$ cat config.mk
export PLATFORM = sky130hd
export DESIGN_NAME = cash_req_ctrl
export DESIGN_NICKNAME = d
export VERILOG_FILES = /design/src/rtl/cash_req_ctrl.sv
export SDC_FILE = /design/constraint.sdc
export NUM_CORES = 1
export LEC_CHECK = 0
export CAP_MARGIN = 20
export CORE_MARGIN = 2
export CORE_UTILIZATION = 44
export CTS_CLUSTER_DIAMETER = 80
export DETAILED_ROUTE_END_ITERATION = 12
export PLACE_DENSITY = 0.86
export SYNTH_ARGS = -nofsm -noshare
export SYNTH_HDL_FRONTEND = slang
export SYNTH_SLANG_ARGS = --single-unit
$ cat constraint.sdc
create_clock -name clk -period 3.2 [get_ports clk]
set_input_delay 0.96 -clock clk [delete_from_list [all_inputs] [get_ports clk]]
set_output_delay 0.96 -clock clk [all_outputs]
set_load 0.02 [all_outputs]
$ cat src/rtl/cash_req_ctrl.sv
`timescale 1ns/1ps
// cash_req_ctrl: single-outstanding request controller in front of a key/value cache.
// Latency (accept edge to rsp_valid): illegal 1, read/miss/full 3, delete-hit/write-new 4, update 5.
// Backpressure: req_ready only in IDLE; response held in RESP until rsp_ready.
// Ports: clk/reset (sync, active-high); req_* request channel (op 00 rd, 01 wr, 10 del, 11 illegal);
//        rsp_* response channel (status 00 OK, 01 MISS, 10 FULL, 11 ERROR); c_* cache control/data;
//        occupancy = number of cache cells in use.
module cash_req_ctrl #(
  parameter int DATA_WIDTH = 32,
  parameter int KEY_WIDTH  = 32,
  parameter int MEM_SIZE   = 128
) (
  input  logic                           clk,
  input  logic                           reset,
  input  logic                           req_valid,
  output logic                           req_ready,
  input  logic [1:0]                     req_op,
  input  logic [KEY_WIDTH-1:0]           req_key,
  input  logic [DATA_WIDTH-1:0]          req_data,
  output logic                           rsp_valid,
  input  logic                           rsp_ready,
  output logic [DATA_WIDTH-1:0]          rsp_data,
  output logic [1:0]                     rsp_status,
  output logic                           c_cs,
  output logic                           c_we,
  output logic                           c_read_en,
  output logic                           c_del,
  output logic [KEY_WIDTH-1:0]           c_key_write,
  output logic [KEY_WIDTH-1:0]           c_key_read,
  output logic [DATA_WIDTH-1:0]          c_data_in,
  input  logic [DATA_WIDTH-1:0]          c_data_out,
  input  logic                           c_valid,
  input  logic [1:0]                     c_error,
  output logic [$clog2(MEM_SIZE+1)-1:0]  occupancy
);

  localparam int OCC_W = $clog2(MEM_SIZE+1);
  localparam logic [OCC_W-1:0] OCC_MAX = OCC_W'(MEM_SIZE);

  localparam logic [1:0] OP_READ  = 2'b00;
  localparam logic [1:0] OP_WRITE = 2'b01;
  localparam logic [1:0] OP_DEL   = 2'b10;

  localparam logic [1:0] ST_OK    = 2'b00;
  localparam logic [1:0] ST_MISS  = 2'b01;
  localparam logic [1:0] ST_FULL  = 2'b10;
  localparam logic [1:0] ST_ERROR = 2'b11;

  typedef enum logic [2:0] {IDLE, PROBE, CHECK, DEL, WRITE, RESP} state_t;

  state_t                state, state_nxt;
  logic [1:0]            op_q, op_nxt;
  logic [KEY_WIDTH-1:0]  key_q, key_nxt;
  logic [DATA_WIDTH-1:0] data_q, data_nxt;
  logic [DATA_WIDTH-1:0] rsp_data_q, rsp_data_nxt;
  logic [1:0]            rsp_status_q, rsp_status_nxt;
  logic [OCC_W-1:0]      occ_q, occ_nxt;

  // Only bit 0 of the cache error (write onto an existing key) matters here.
  logic unused_err;
  assign unused_err = c_error[1];

  always_ff @(posedge clk) begin
    if (reset) begin
      state        <= IDLE;
      op_q         <= '0;
      key_q        <= '0;
      data_q       <= '0;
      rsp_data_q   <= '0;
      rsp_status_q <= '0;
      occ_q        <= '0;
    end else begin
      state        <= state_nxt;
      op_q         <= op_nxt;
      key_q        <= key_nxt;
      data_q       <= data_nxt;
      rsp_data_q   <= rsp_data_nxt;
      rsp_status_q <= rsp_status_nxt;
      occ_q        <= occ_nxt;
    end
  end

  always_comb begin
    state_nxt      = state;
    op_nxt         = op_q;
    key_nxt        = key_q;
    data_nxt       = data_q;
    rsp_data_nxt   = rsp_data_q;
    rsp_status_nxt = rsp_status_q;
    occ_nxt        = occ_q;
    req_ready      = 1'b0;
    rsp_valid      = 1'b0;
    c_cs           = 1'b0;
    c_we           = 1'b0;
    c_read_en      = 1'b0;
    c_del          = 1'b0;
    c_key_write    = '0;
    c_key_read     = '0;
    c_data_in      = '0;

    case (state)
      IDLE: begin
        req_ready = 1'b1;
        if (req_valid) begin
          op_nxt       = req_op;
          key_nxt      = req_key;
          data_nxt     = req_data;
          rsp_data_nxt = '0;
          if (req_op == 2'b11) begin
            rsp_status_nxt = ST_ERROR;
            state_nxt      = RESP;
          end else begin
            rsp_status_nxt = ST_OK;
            state_nxt      = PROBE;
          end
        end
      end
      PROBE: begin
        c_cs       = 1'b1;
        c_read_en  = 1'b1;
        c_key_read = key_q;
        state_nxt  = CHECK;
      end
      CHECK: begin
        // c_valid / c_data_out are the cache's registered answer to PROBE.
        case (op_q)
          OP_READ: begin
            rsp_data_nxt   = c_valid ? c_data_out : '0;
            rsp_status_nxt = c_valid ? ST_OK : ST_MISS;
            state_nxt      = RESP;
          end
          OP_DEL: begin
            rsp_status_nxt = c_valid ? ST_OK : ST_MISS;
            state_nxt      = c_valid ? DEL : RESP;
          end
          OP_WRITE: begin
            if (c_valid) begin
              // Update = delete old entry, then write fresh one.
              state_nxt = DEL;
            end else if (occ_q == OCC_MAX) begin
              rsp_status_nxt = ST_FULL;
              state_nxt      = RESP;
            end else begin
              state_nxt = WRITE;
            end
          end
          default: begin
            rsp_status_nxt = ST_ERROR;
            state_nxt      = RESP;
          end
        endcase
      end
      DEL: begin
        c_cs        = 1'b1;
        c_del       = 1'b1;
        c_key_write = key_q;
        if (occ_q != '0) occ_nxt = occ_q - OCC_W'(1);
        state_nxt   = (op_q == OP_WRITE) ? WRITE : RESP;
      end
      WRITE: begin
        c_cs           = 1'b1;
        c_we           = 1'b1;
        c_key_write    = key_q;
        c_data_in      = data_q;
        if (occ_q != OCC_MAX) occ_nxt = occ_q + OCC_W'(1);
        rsp_status_nxt = c_error[0] ? ST_ERROR : ST_OK;
        state_nxt      = RESP;
      end
      RESP: begin
        rsp_valid = 1'b1;
        if (rsp_ready) state_nxt = IDLE;
      end
      default: state_nxt = IDLE;
    endcase

    // While reset is held every output reads as its reset value.
    if (reset) begin
      req_ready   = 1'b0;
      rsp_valid   = 1'b0;
      c_cs        = 1'b0;
      c_we        = 1'b0;
      c_read_en   = 1'b0;
      c_del       = 1'b0;
      c_key_write = '0;
      c_key_read  = '0;
      c_data_in   = '0;
    end
  end

  assign rsp_data   = rsp_data_q;
  assign rsp_status = rsp_status_q;
  assign occupancy  = occ_q;

endmodule

### Yosys cells after proc, flatten, opt, wreduce, memory -nomap -nowiden

Cells that the tools add are included.

* register bits: 111
* bits of input ports: 105
* output and inout bits: 144
* logic and storage cells: 82

* add/sub/neg operators: 2
* equality and inequality tests: 17
* muxes and demuxes: 42
* reductions and logical operators: 14

Operator list (number)
* 32-bit 2-to-1 mux: 9
* 32-bit case mux with 2 select lines: 1
* 3-bit case mux with 6 select lines: 1
* 8-bit 2-to-1 mux: 2
* 8-bit case mux with 2 select lines: 1
* 1-bit 2-to-1 mux: 15
* 3-bit 2-to-1 mux: 5
* 2-bit 2-to-1 mux: 5
* 8-bit by 1-bit adder with 8-bit output, second input constant: 1
* 8-bit equality test, second input constant: 1
* 2-bit inequality test, second input constant: 4
* 8-bit inequality test, second input constant: 1
* 8-bit nonzero test: 1
* 8-bit by 1-bit subtractor with 8-bit output, second input constant: 1
* 3-bit by 2-bit equality test with 1-bit output, second input constant: 2
* 3-bit equality test, second input constant: 2
* 3-bit inequality test, second input constant: 2
* 2-bit case mux with 3 select lines: 1
* 3-bit case mux with 2 select lines: 1
* 3-bit AND reduction: 2
* 2-bit equality test, second input constant: 2
* 2-bit case mux with 2 select lines: 1
* 2-bit AND reduction: 2
* 4-bit AND reduction: 1
* 9 further kinds: 11

### Longest topological paths before layout

Gate-level depths: netlist of run 1.

* word-level depth: 5
* gate-level depth with buffers: 9
* mapped depth without buffers: 9

### Least setup slack after synthesis of run 1

OpenSTA, ideal clock, no wires.

* kind: input to output
* start point: input reset
* end point: output req_ready
* arrival time: 1.972 ns
* data required time: 2.240 ns
* setup slack: 0.268 ns
* cell stages on the path: 3
* path buffers: 2
* cell sequence: clkbuf_1 > clkbuf_1 > nor4_1

* cells in the longest elaborated chain, start to end: 1

RTL lines
* start: declaration: line 14 `input logic reset,`
* 1-bit 2-to-1 mux: line 177 `if (reset) begin`
* end: declaration: line 16 `output logic req_ready,`

Every way passes these cells.

### Worst setup path in the final report of run 1

* start point: input reset
* end point: output c_read_en

* cells in the longest elaborated chain, start to end: 1

RTL lines
* 1-bit 2-to-1 mux: line 177
* end: declaration: line 26 `output logic c_read_en,`

Every way passes these cells.

==> results of run 1 <==
-- synth_stat cells (all sizes together), types with 4 or more instances --
| library cell | number |
|---|---|
| a21oi | 112 |
| and2 | 98 |
| buf | 21 |
| clkbuf | 30 |
| dfxtp | 111 |
| ha | 10 |
| inv | 8 |
| mux2i | 7 |
| nand2 | 177 |
| nand3 | 34 |
| nor2 | 19 |
| nor3 | 10 |
| xor2 | 4 |
-- power groups by stage --
stage	sequential, mW	combinational (mW)	clock, mW
after CTS	1.63	1.34	1.10
after global placement	1.65	1.32	0
final	1.62	1.34	1.07
after floorplan	1.67	0.839	0
after detailed placement	1.66	1.35	0
after global routing	1.64	1.48	1.16
-- per-layer routing --
metal	vias up	wire (um)	share of wire
li1	2692	-	-
met1	2408	6478	0.42
met2	167	7675	0.49
met3	28	1018	0.065
met4	0	394	0.025
met5	-	0	0
-- worst register-to-register path: cells and delay by family (launching register included) --
kind | cells | cell delay [ns]
multiplexers | 1 | 0.38
adder cells (fa/ha/maj) | 1 | 0.28
AO/OA/AOI/OAI | 3 | 0.55
buffers and inverters | 2 | 0.41
AND/OR/NAND/NOR | 3 | 0.42
flip-flops | 1 | 0.41
-- how the worst max path moves through the flow --
| stage | depth (start not counted) | slack [ns] | endpoint | from |
|---|---|---|---|---|
| 2_1_floorplan | 3 | 0.27 | req_ready | reset |
| 3_3_place_gp | 5 | -0.03 | c_key_read[8] | reset |
| 3_5_place_dp | 5 | -0.05 | c_key_read[1] | reset |
| 4_1_cts | 4 | 0.07 | req_ready | reset |
| 5_1_grt | 4 | 0.02 | c_read_en | reset |
| 6_report | 4 | 0.1 | c_read_en | reset |
-- state kept, by name, indices dropped and copies added, names as in the netlist --
register    count
data_q         32
key_q          32
rsp_data       32
occupancy       8
state           3
op_q            2
rsp_status      2
-- layout by cell type, fill, tap and decap left out, drive strengths merged, types with 2 or more instances in the layout --
cell           netlist  layout
dlymetal6s2s         0       4
nand2b               2       2
a31oi                3       3
o22ai                2       2
o21ai                3       3
xor2                 4       4
inv                  8      11
clkdlybuf4s50        0     146
mux2i                7       7
nor4                 3       3
buf                 21      22
a211oi               2       2
clkinv               0       3
nand2              177     177
nor2                19      19
clkbuf              30       9
a21oi              112     112
ha                  10      10
and2                98      98
nor3                10      10
dlygate4sd2          0      95
nand3               34      34
a21o                 3       3
dfxtp              111     111
o2111a               2       2
nand3b               2       2
-- kinds of logic after synthesis --
kind of cell             Yosys count  share of synthesized area
AND/OR/NAND/NOR                  349                     0.3222
AO/OA/AOI/OAI                    139                     0.1529
XOR/XNOR                           4                   0.006722
flip-flops                       111                     0.4264
adder cells (fa/ha/maj)           11                    0.02785
multiplexers                       8                    0.01561
buffers and inverters             59                    0.04826
-- timing repair --
action / 4_1_cts / 5_1_grt
endpoints found under the setup margin: 95 / 4
endpoints found under the hold margin: 0 / 0
buffers inserted: 0 / 0
gates resized for setup: 95 / 4
-- final cells by class --
class	instances	area, um2
sequential	111	2222
multi-input combinational	511	2758
fill	1028	3427
clock inverter	7	55.05
tap	143	178.9
timing repair buffer	267	2571
inverter	8	30.03
clock buffer	9	225.2
==> flow_summary.yaml, run 1 <==
cts:
  cts.sinks: 111
  root_buffer: "clkbuf_16"
  htreeDepth: 3
  cts_tree: "done"
  cts_buffers: 9
  clock_latency_ns: 0.34
  clk_pin_slew_ns: 0.07
  cts_hold_buf: 0
  cts.path.max_buffers: 2
setup_path:
  slowest_delay_ns: 0.62
  worstPathCellList: "buf_4 -> nor3_2 -> buf_12 -> clkdlybuf4s50_1"
  r2r_start: "state[1]"
  crit_arrival_ns: 2.14
  reg2regPathDepth: 10
  slowest_stage: "clkdlybuf4s50_1"
  end_kind: "output port"
  worstSetupPathType: "in -> out"
  r2r_end: "occupancy[7]"
  path_delay_family: "buffers and inverters"
  required_ns: 2.24
  r2r_slack_ns: 0.67
  critPathLaunchType: "primary input"
  cp_max_fo: 33
  path_buf_inv: 3
sta:
  worst_slew_pin_slew_ns: 0.6070
  relSlewSlack: 0.5954
  timing.final.ws_setup_ns: 0.09769
  slew_viol_final: 0
  fin_hold_ws_ns: 0.4490
  finalSetupViolations: 0
  period_needed_ns: 3.102
  clock_skew_ns: 0.007477
  finalCritPeriodShare: 0.9695
  tns_ns: 0
  rsz0062_at_grt: "false"
  hold_violations: 0
  clock.fmax_ghz: 0.3223
pwr:
  switching_power_mw: 1.396
  pwr-share-comb: 0.331
  total_power_mw: 4.033
  cellPowerDensity_mw_per_mm2: 501.6
  peakVddDrop_mv: 0.2915
  p_seq_frac: 0.403
  p_int_mw: 2.637
  clkPwrFrac: 0.266
  swShare: 0.3462
  p_leak_nw: 3.545
synth:
  yosysTopAreaCell: "dfxtp_1"
  synth_top_cell_area_share: 0.4264
  avgSynthCellArea_um2: 7.652
  ys.flop_type: "dfxtp_1"
  synth_edf_count: 0
  yosys_warnings: 0
  synth_cells: 681
  synth_cell_types: 50
  ys_ff_latch: 111
  synth_area_leaders: "dfxtp_1 (43%), nand2_1 (13%), and2_1 (12%), a21oi_1 (11%), nand3_1 (3.2%)"
  syn-num-nets: 797
  yosysSeqAreaShare: 0.4264
  synth-async-reset-ratio: 0
  synth_area_mm2: 0.005211
grt:
  grtUsageTotal: 0.2372
  grt-busiest-layer: "met2"
  met2_usage: 0.4180
  grt_pass1_wl_mm: 24.72
  grt_use_met1: 0.2810
  grt_pass1_vias: 4981
  grt_max_degree: 59
  overflow: 0
  antenna_found_initial: 0
  met3_usage: 0.06481
layout:
  layout.nets: 1024
  synthToLayoutAreaGrowth_pct: 54.29
  post-route-util: 0.7011
  drive_gt1_frac: 0.06134
  design_area_mm2: 0.008040
  fin_cells: 1056
  antennaDiodeCount: 0
worst_hold_path:
  holdPathEnd: "rsp_data[27]"
  min-delay-start: "rsp_data[27]"
  hold_depth: 2
  hold_class: "reg -> reg"
place:
  hpwlAfterDp_mm: 11.31
  numPortBuffers: 247
  pre_cts_ws_ns: -0.05082
  gp_congestion: 0.8394
  dpl_cell_area_mm2: 0.007869
  dp_cells: 1040
routing:
  routed_wl_mm: 15.57
  drc: 0
  drtPass1Iterations: 4
  viasPerCell: 5.014
  dr_total_vias: 5295
  drt_iter0_drc: 298
  ant_nets: 0
  post_drt_wl_per_cell_um: 14.74
floorplanning:
  die_x_um: 112.8
  rows: 39
  die_y_um: 112.8
  io_pins: 249
  dieArea_mm2: 0.01273
  fp.coreArea_mm2: 0.01147
  initial_core_util: 0.4544
outcome:
  status: "finished, final reports clean"
run:
  drv_cap: 0
No activity file was read; power rests on OpenSTA's default activity.
==> run 2, diff against run 1 <==
--- a/config.mk
+++ b/config.mk
@@ -5,10 +5,10 @@
 export SDC_FILE = /design/constraint.sdc
 export NUM_CORES = 1
 export LEC_CHECK = 0
-export CAP_MARGIN = 20
 export CORE_MARGIN = 2
 export CORE_UTILIZATION = 44
 export CTS_CLUSTER_DIAMETER = 80
+export CTS_CLUSTER_SIZE = 12
 export DETAILED_ROUTE_END_ITERATION = 12
 export PLACE_DENSITY = 0.86
 export SYNTH_ARGS = -nofsm -noshare
==> results of run 2 <==
The final DEF is identical to that of run 1; final timing and power are the same.
==> RTL edit 1, RTL diff (config.mk and constraints of run 1) <==
Add an input register stage for `req_key`, with the module's reset; this delays it by one clock. The other inputs are not delayed to match.
--- a/src/rtl/cash_req_ctrl.sv
+++ b/src/rtl/cash_req_ctrl.sv
@@ -48,6 +48,16 @@
 
   typedef enum logic [2:0] {IDLE, PROBE, CHECK, DEL, WRITE, RESP} state_t;
 
+  logic [KEY_WIDTH-1:0] req_key_q;
+
+  always_ff @(posedge clk) begin
+    if (reset) begin
+      req_key_q <= '0;
+    end else begin
+      req_key_q <= req_key;
+    end
+  end
+
   state_t                state, state_nxt;
   logic [1:0]            op_q, op_nxt;
   logic [KEY_WIDTH-1:0]  key_q, key_nxt;
@@ -103,7 +113,7 @@
         req_ready = 1'b1;
         if (req_valid) begin
           op_nxt       = req_op;
-          key_nxt      = req_key;
+          key_nxt      = req_key_q;
           data_nxt     = req_data;
           rsp_data_nxt = '0;
           if (req_op == 2'b11) begin
Function: changed (a bounded check fails within 4 cycles, from zero or initial values and one cycle with reset high).
==> RTL edit 1 against run 1 <==
  * Worst hold slack got worse by 0.015 ns
  * Die area grew 16%
  * Register-to-register slack gained 0.16 ns
  * Setup slack got worse by 0.042 ns
  * Fmax down 1.3%
  * Sequential power up 29%
  * Total power grew 39%
  * Critical endpoint is now c_data_in[26]
  * Sequential cell count rose by 32
  * Synthesized cell count rose by 10%
  * Routed wire length is 11% higher
  * First-iteration DRC count rose by 15%
  * Synthesized area is 17% higher
  * Design area increased by 15%
  * Via count rose by 11%
==> RTL edit 1: results (changes against run 1) <==
[run_status]
status = complete, no violations  ; unchanged

[layout]
final.fill_count = 1149  ; was 1,028
layout.nets = 1098  ; was 1,024
finalInstanceArea_um2 = 9250  ; was 8040 µm²
drive_above_1_share_pct = 7.34  ; was 6.13%

[pwr]
worst_ir_drop_vdd_mv = 0.395  ; was 0.291 mV
cellLeakagePower_nw = 4.07  ; was 3.54 nW

[logic_synthesis]
ys_seq_area_share_pct = 47.0  ; was 42.6%
synthTopCellsByCount = 177 x nand2_1, 143 x dfxtp_1, 110 x a21oi_1, 65 x and2_1, 37 x clkbuf_1  ; was 176 x nand2_1, 112 x a21oi_1, 111 x dfxtp_1, 97 x and2_1, 33 x nand3_1
yosys-top-cells-area = dfxtp_1 47%, nand2_1 11%, a21oi_1 9.0%, and2_1 6.7%, and3_1 3.4%  ; was dfxtp_1 43%, nand2_1 13%, and2_1 12%, a21oi_1 11%, nand3_1 3.2%
synth_top_area_share_pct = 47.0  ; was 42.6%
syn_nets = 867  ; was 797
syn_area_per_cell_um2 = 8.11  ; was 7.65 µm²
yosysUniqueCellTypes = 52  ; was 50

[timing]
clock_skew_ns = 0.00617  ; was 0.00748 ns
max_freq_mhz = 318  ; was 322 MHz
relSlewSlack_pct = 61.4  ; was 59.5%

[placed_design]
placed_area_um2 = 8770  ; was 7870 µm²
gp_congestion = 0.890  ; was 0.839
dpl.cell_count = 1139  ; was 1,040
dp_worst_setup_slack_ns = -0.106  ; was -0.0508 ns
dp_hpwl_um = 12000  ; was 11,300 µm

[drt]
routed_via_density = 5.00  ; was 5.01
wirelength_um = 17300  ; was 15,600 µm
drtIter0Drc = 342  ; was 298
wire_per_inst_um = 14.8  ; was 14.7 µm

[setup_path]
cp_max_fo = 9  ; was 33
rr_startpoint = state[0]  ; was state[1]
reg2reg_slack_ns = 0.83  ; was 0.67 ns
critPathMaxStageDelay_ns = 0.62  ; about the same

[grt]
grt_max_degree = 67  ; was 59
grt_pass1_vias = 5484  ; was 4,981
grtUsageTotal_pct = 23.1  ; was 23.7%
grt_pass1_wl_um = 26900  ; was 24,700 µm

[clocking]
clock_latency_ns = 0.42  ; was 0.34 ns
numCtsBuffers = 17  ; was 9

[min_path]
hold_start = req_key_q[3]  ; was rsp_data[27]

==> RTL edit 1: kinds of logic after synthesis <==
logic type,Yosys count,synth area share (%)
buffers and inverters,69,4.91
XOR/XNOR,3,0.432
multiplexers,7,1.15
AO/OA/AOI/OAI,141,13.3
flip-flops,143,47.0
adder cells (fa/ha/maj),11,2.38
AND/OR/NAND/NOR,377,30.8
==> RTL edit 1: worst paths after layout <==
path,to,depth (start not counted)
max,c_data_in[26],5
min reg2reg,key_q[3],2
min,key_q[3],2
max reg2reg,occupancy[5],10
==> RTL edit 1: routing by layer <==
layer  global-route usage (%)  vias up  wire length (µm)
met1                     26.8     2680              7120
met4                     9.34        0               535
li1                         -     2949                 -
met5                        0        -                 0
met3                     7.35       36              1320
met2                     39.5      190              8350
==> RTL edit 1: repair_timing <==
action	4_1_cts	5_1_grt
resized for setup	68	6
hold buffers	0	0
endpoints found under the setup margin	69	6
==> RTL edit 1: critical path, delay by kind of cell <==
| kind | cells | cell delay [ns] |
|---|---|---|
| buffers and inverters | 4 | 1.06 |
| and+or+nand+nor | 1 | 0.16 |
==> RTL edit 1: stage by stage <==
stage | hold slack, ns | power (mW)
CTS | 0.435 | 5.68
global placement | 0.419 | 3.83
global route | 0.441 | 5.95
finish | 0.434 | 5.63
detailed placement | 0.426 | 3.87
floorplan | 0.417 | 3.26
==> RTL edit 1: cell type report <==
class | count | area share [%]
sequential | 143 | 30.9
clock buffer | 18 | 4.75
tap | 176 | 2.38
multi-input combinational | 539 | 31.8
inverter | 11 | 0.446
clock inverter | 14 | 1.18
timing repair buffer | 270 | 28.5
==> RTL edit 1: report_power, final <==
| part | internal, mW | switching (mW) | leakage [nW] | total (mW) |
|---|---|---|---|---|
| sequential | 1.96 | 0.128 | 1.17 | 2.09 |
| combinational | 0.728 | 1.00 | 2.64 | 1.73 |
| clock | 1.02 | 0.784 | 0.261 | 1.80 |
==> RTL edit 2, RTL diff (settings of run 1) <==
Without the edit above. Set the parameter `KEY_WIDTH` to 16 (it was 32).
--- a/src/rtl/cash_req_ctrl.sv
+++ b/src/rtl/cash_req_ctrl.sv
@@ -7,7 +7,7 @@
 //        occupancy = number of cache cells in use.
 module cash_req_ctrl #(
   parameter int DATA_WIDTH = 32,
-  parameter int KEY_WIDTH  = 32,
+  parameter int KEY_WIDTH  = 16,
   parameter int MEM_SIZE   = 128
 ) (
   input  logic                           clk,
Interface: changed (resized c_key_read, c_key_write and req_key); port bits go from 249 to 201. The function was not compared with the original's and may differ.
==> RTL edit 2 against run 1 <==
  * Clock skew increased by 0.00074 ns
  * Design area decreased by 16%
  * Sequential cell count decreased by 16
  * Via count decreased by 12%
  * Synthesized area decreased by 14%
  * Total power decreased by 15%
  * Clock power decreased by 20%
  * Die area decreased by 14%
  * Setup slack got worse by 0.075 ns
  * Routed wire length decreased by 17%
  * Worst hold slack improved by 0.0032 ns
==> RTL edit 2: results (changes against run 1) <==
[grt]
grt_max_degree = 51  ; was 59
grt_pass1_vias = 4542  ; was 4,981
grt_pass1_wl_um = 21300  ; was 24,700 µm

[drt]
drt-pass1-iter-count = 4  ; unchanged
routed_via_density = 5.16  ; was 5.01
wirelength_um = 12900  ; was 15,600 µm
drtIter0Drc = 144  ; was 298

[layout]
layout.nets = 861  ; was 1,024
drive_above_1_share_pct = 6.27  ; was 6.13%
final.fill_count = 842  ; was 1,028

[logic_synthesis]
syn_nets = 677  ; was 797
ys_seq_area_share_pct = 42.6  ; about the same
yosys-top-cells-area = dfxtp_1 43%, nand2_1 12%, a21oi_1 11%, and2_1 9.1%, nand3_1 3.8%  ; was dfxtp_1 43%, nand2_1 13%, and2_1 12%, a21oi_1 11%, nand3_1 3.2%
synthTopCellsByCount = 144 x nand2_1, 95 x a21oi_1, 95 x dfxtp_1, 65 x and2_1, 34 x nand3_1  ; was 176 x nand2_1, 112 x a21oi_1, 111 x dfxtp_1, 97 x and2_1, 33 x nand3_1
yosysUniqueCellTypes = 49  ; was 50
synth_top_area_share_pct = 42.6  ; about the same

[placed_design]
gp_congestion = 0.859  ; was 0.839
port_buffers = 199  ; was 247
dp_worst_setup_slack_ns = -0.209  ; was -0.0508 ns
dp_hpwl_um = 9480  ; was 11,300 µm

[pwr]
worst_ir_drop_vdd_mv = 0.224  ; was 0.291 mV
cellLeakagePower_nw = 2.83  ; was 3.54 nW

[clocking]
path_clk_slew_ns = 0.09  ; was 0.07 ns
numCtsBuffers = 9  ; unchanged
cts.root.buffer_cell = clkbuf_8  ; was clkbuf_16

[timing]
worst_slew_pin_slew_ns = 0.519  ; was 0.607 ns
fin_crit_sh_pct = 99.3  ; was 96.9%
clock_skew_ns = 0.00821  ; was 0.00748 ns

[run_status]
status = complete, no violations  ; unchanged

[setup_path]
arrival_ns = 2.22  ; was 2.14 ns
cp_max_fo = 17  ; was 33

[RTL edit 2: cell count changes after synthesis, sizes merged]
| cell | delta |
|---|---|
| o22a | -1 |
| dfxtp | -16 |
| nand2 | -32 |
| or3 | +1 |
| clkbuf | -7 |
| nand3 | +1 |
| and2 | -32 |
| nand4 | -1 |
| o21a | +1 |
| a21oi | -16 |
| buf | -2 |
[RTL edit 2: metal layers]
layer | GRT usage [%] | up-vias | share of wire (%)
li1 | - | 2285 | -
met1 | 26.3 | 2145 | 40
met2 | 41.9 | 187 | 49
met3 | 7.55 | 18 | 9.2
met4 | 7.33 | 0 | 1.4
met5 | 0 | - | 0
[RTL edit 2: worst max-delay path, cell delays in order]
cell and delay, ns:
buf_4 0.17, nor3_2 0.24, buf_4 0.23, clkdlybuf4s50_1 0.62
[RTL edit 2: path summary, 6_finish.rpt]
path	start	to	slack, ns	cells past startpoint
worst max-delay path	reset	c_read_en	0.02	4
worst min-delay path	rsp_data[26]	rsp_data[26]	0.45	2
worst max register to register	state[0]	occupancy[7]	0.73	10
worst min register to register	rsp_data[26]	rsp_data[26]	0.45	2
[RTL edit 2: repair_timing]
item / 4_1_cts / 5_1_grt
resized for setup: 66 / 1
endpoints found under the hold margin: 0 / 0
setup endpoints to repair: 65 / 1
[RTL edit 2: power breakdown]
group	switching (mW)	leakage (nW)	internal (mW)
Sequential	0.0890	0.774	1.30
Combinational	0.685	1.95	0.506
Clock	0.417	0.107	0.440
[RTL edit 2: cell type report]
type | instances | area share, %
Clock buffer | 10 | 1.90
Inverter | 8 | 0.446
Sequential cell | 95 | 28.3
Clock inverter | 5 | 1.23
Multi-Input combinational cell | 432 | 35.1
Tap cell | 133 | 2.47
Timing Repair Buffer | 215 | 30.6
[RTL edit 2: cells by family after synthesis]
group | share of synthesized area, %
adder cells (fa/ha/maj) | 3.25
AND/OR/NAND/NOR | 30.7
buffers and inverters | 4.74
multiplexers | 1.82
AO/OA/AOI/OAI | 16.1
XOR/XNOR | 0.785
flip-flops | 42.6
[RTL edit 2: through the flow]
step | power (mW) | instances | utilization, % | TNS (ns) | area (µm²)
global route | 3.64 | 898 | 68.5 | 0 | 6730
CTS | 3.46 | 898 | 68.5 | 0 | 6730
finish | 3.44 | 898 | 68.5 | 0 | 6730
detailed placement | 2.61 | 883 | 67.1 | -4.00 | 6590
global placement | 2.55 | 883 | 67.1 | -3.33 | 6590
floorplan | 2.19 | 577 | - | 0 | 4460
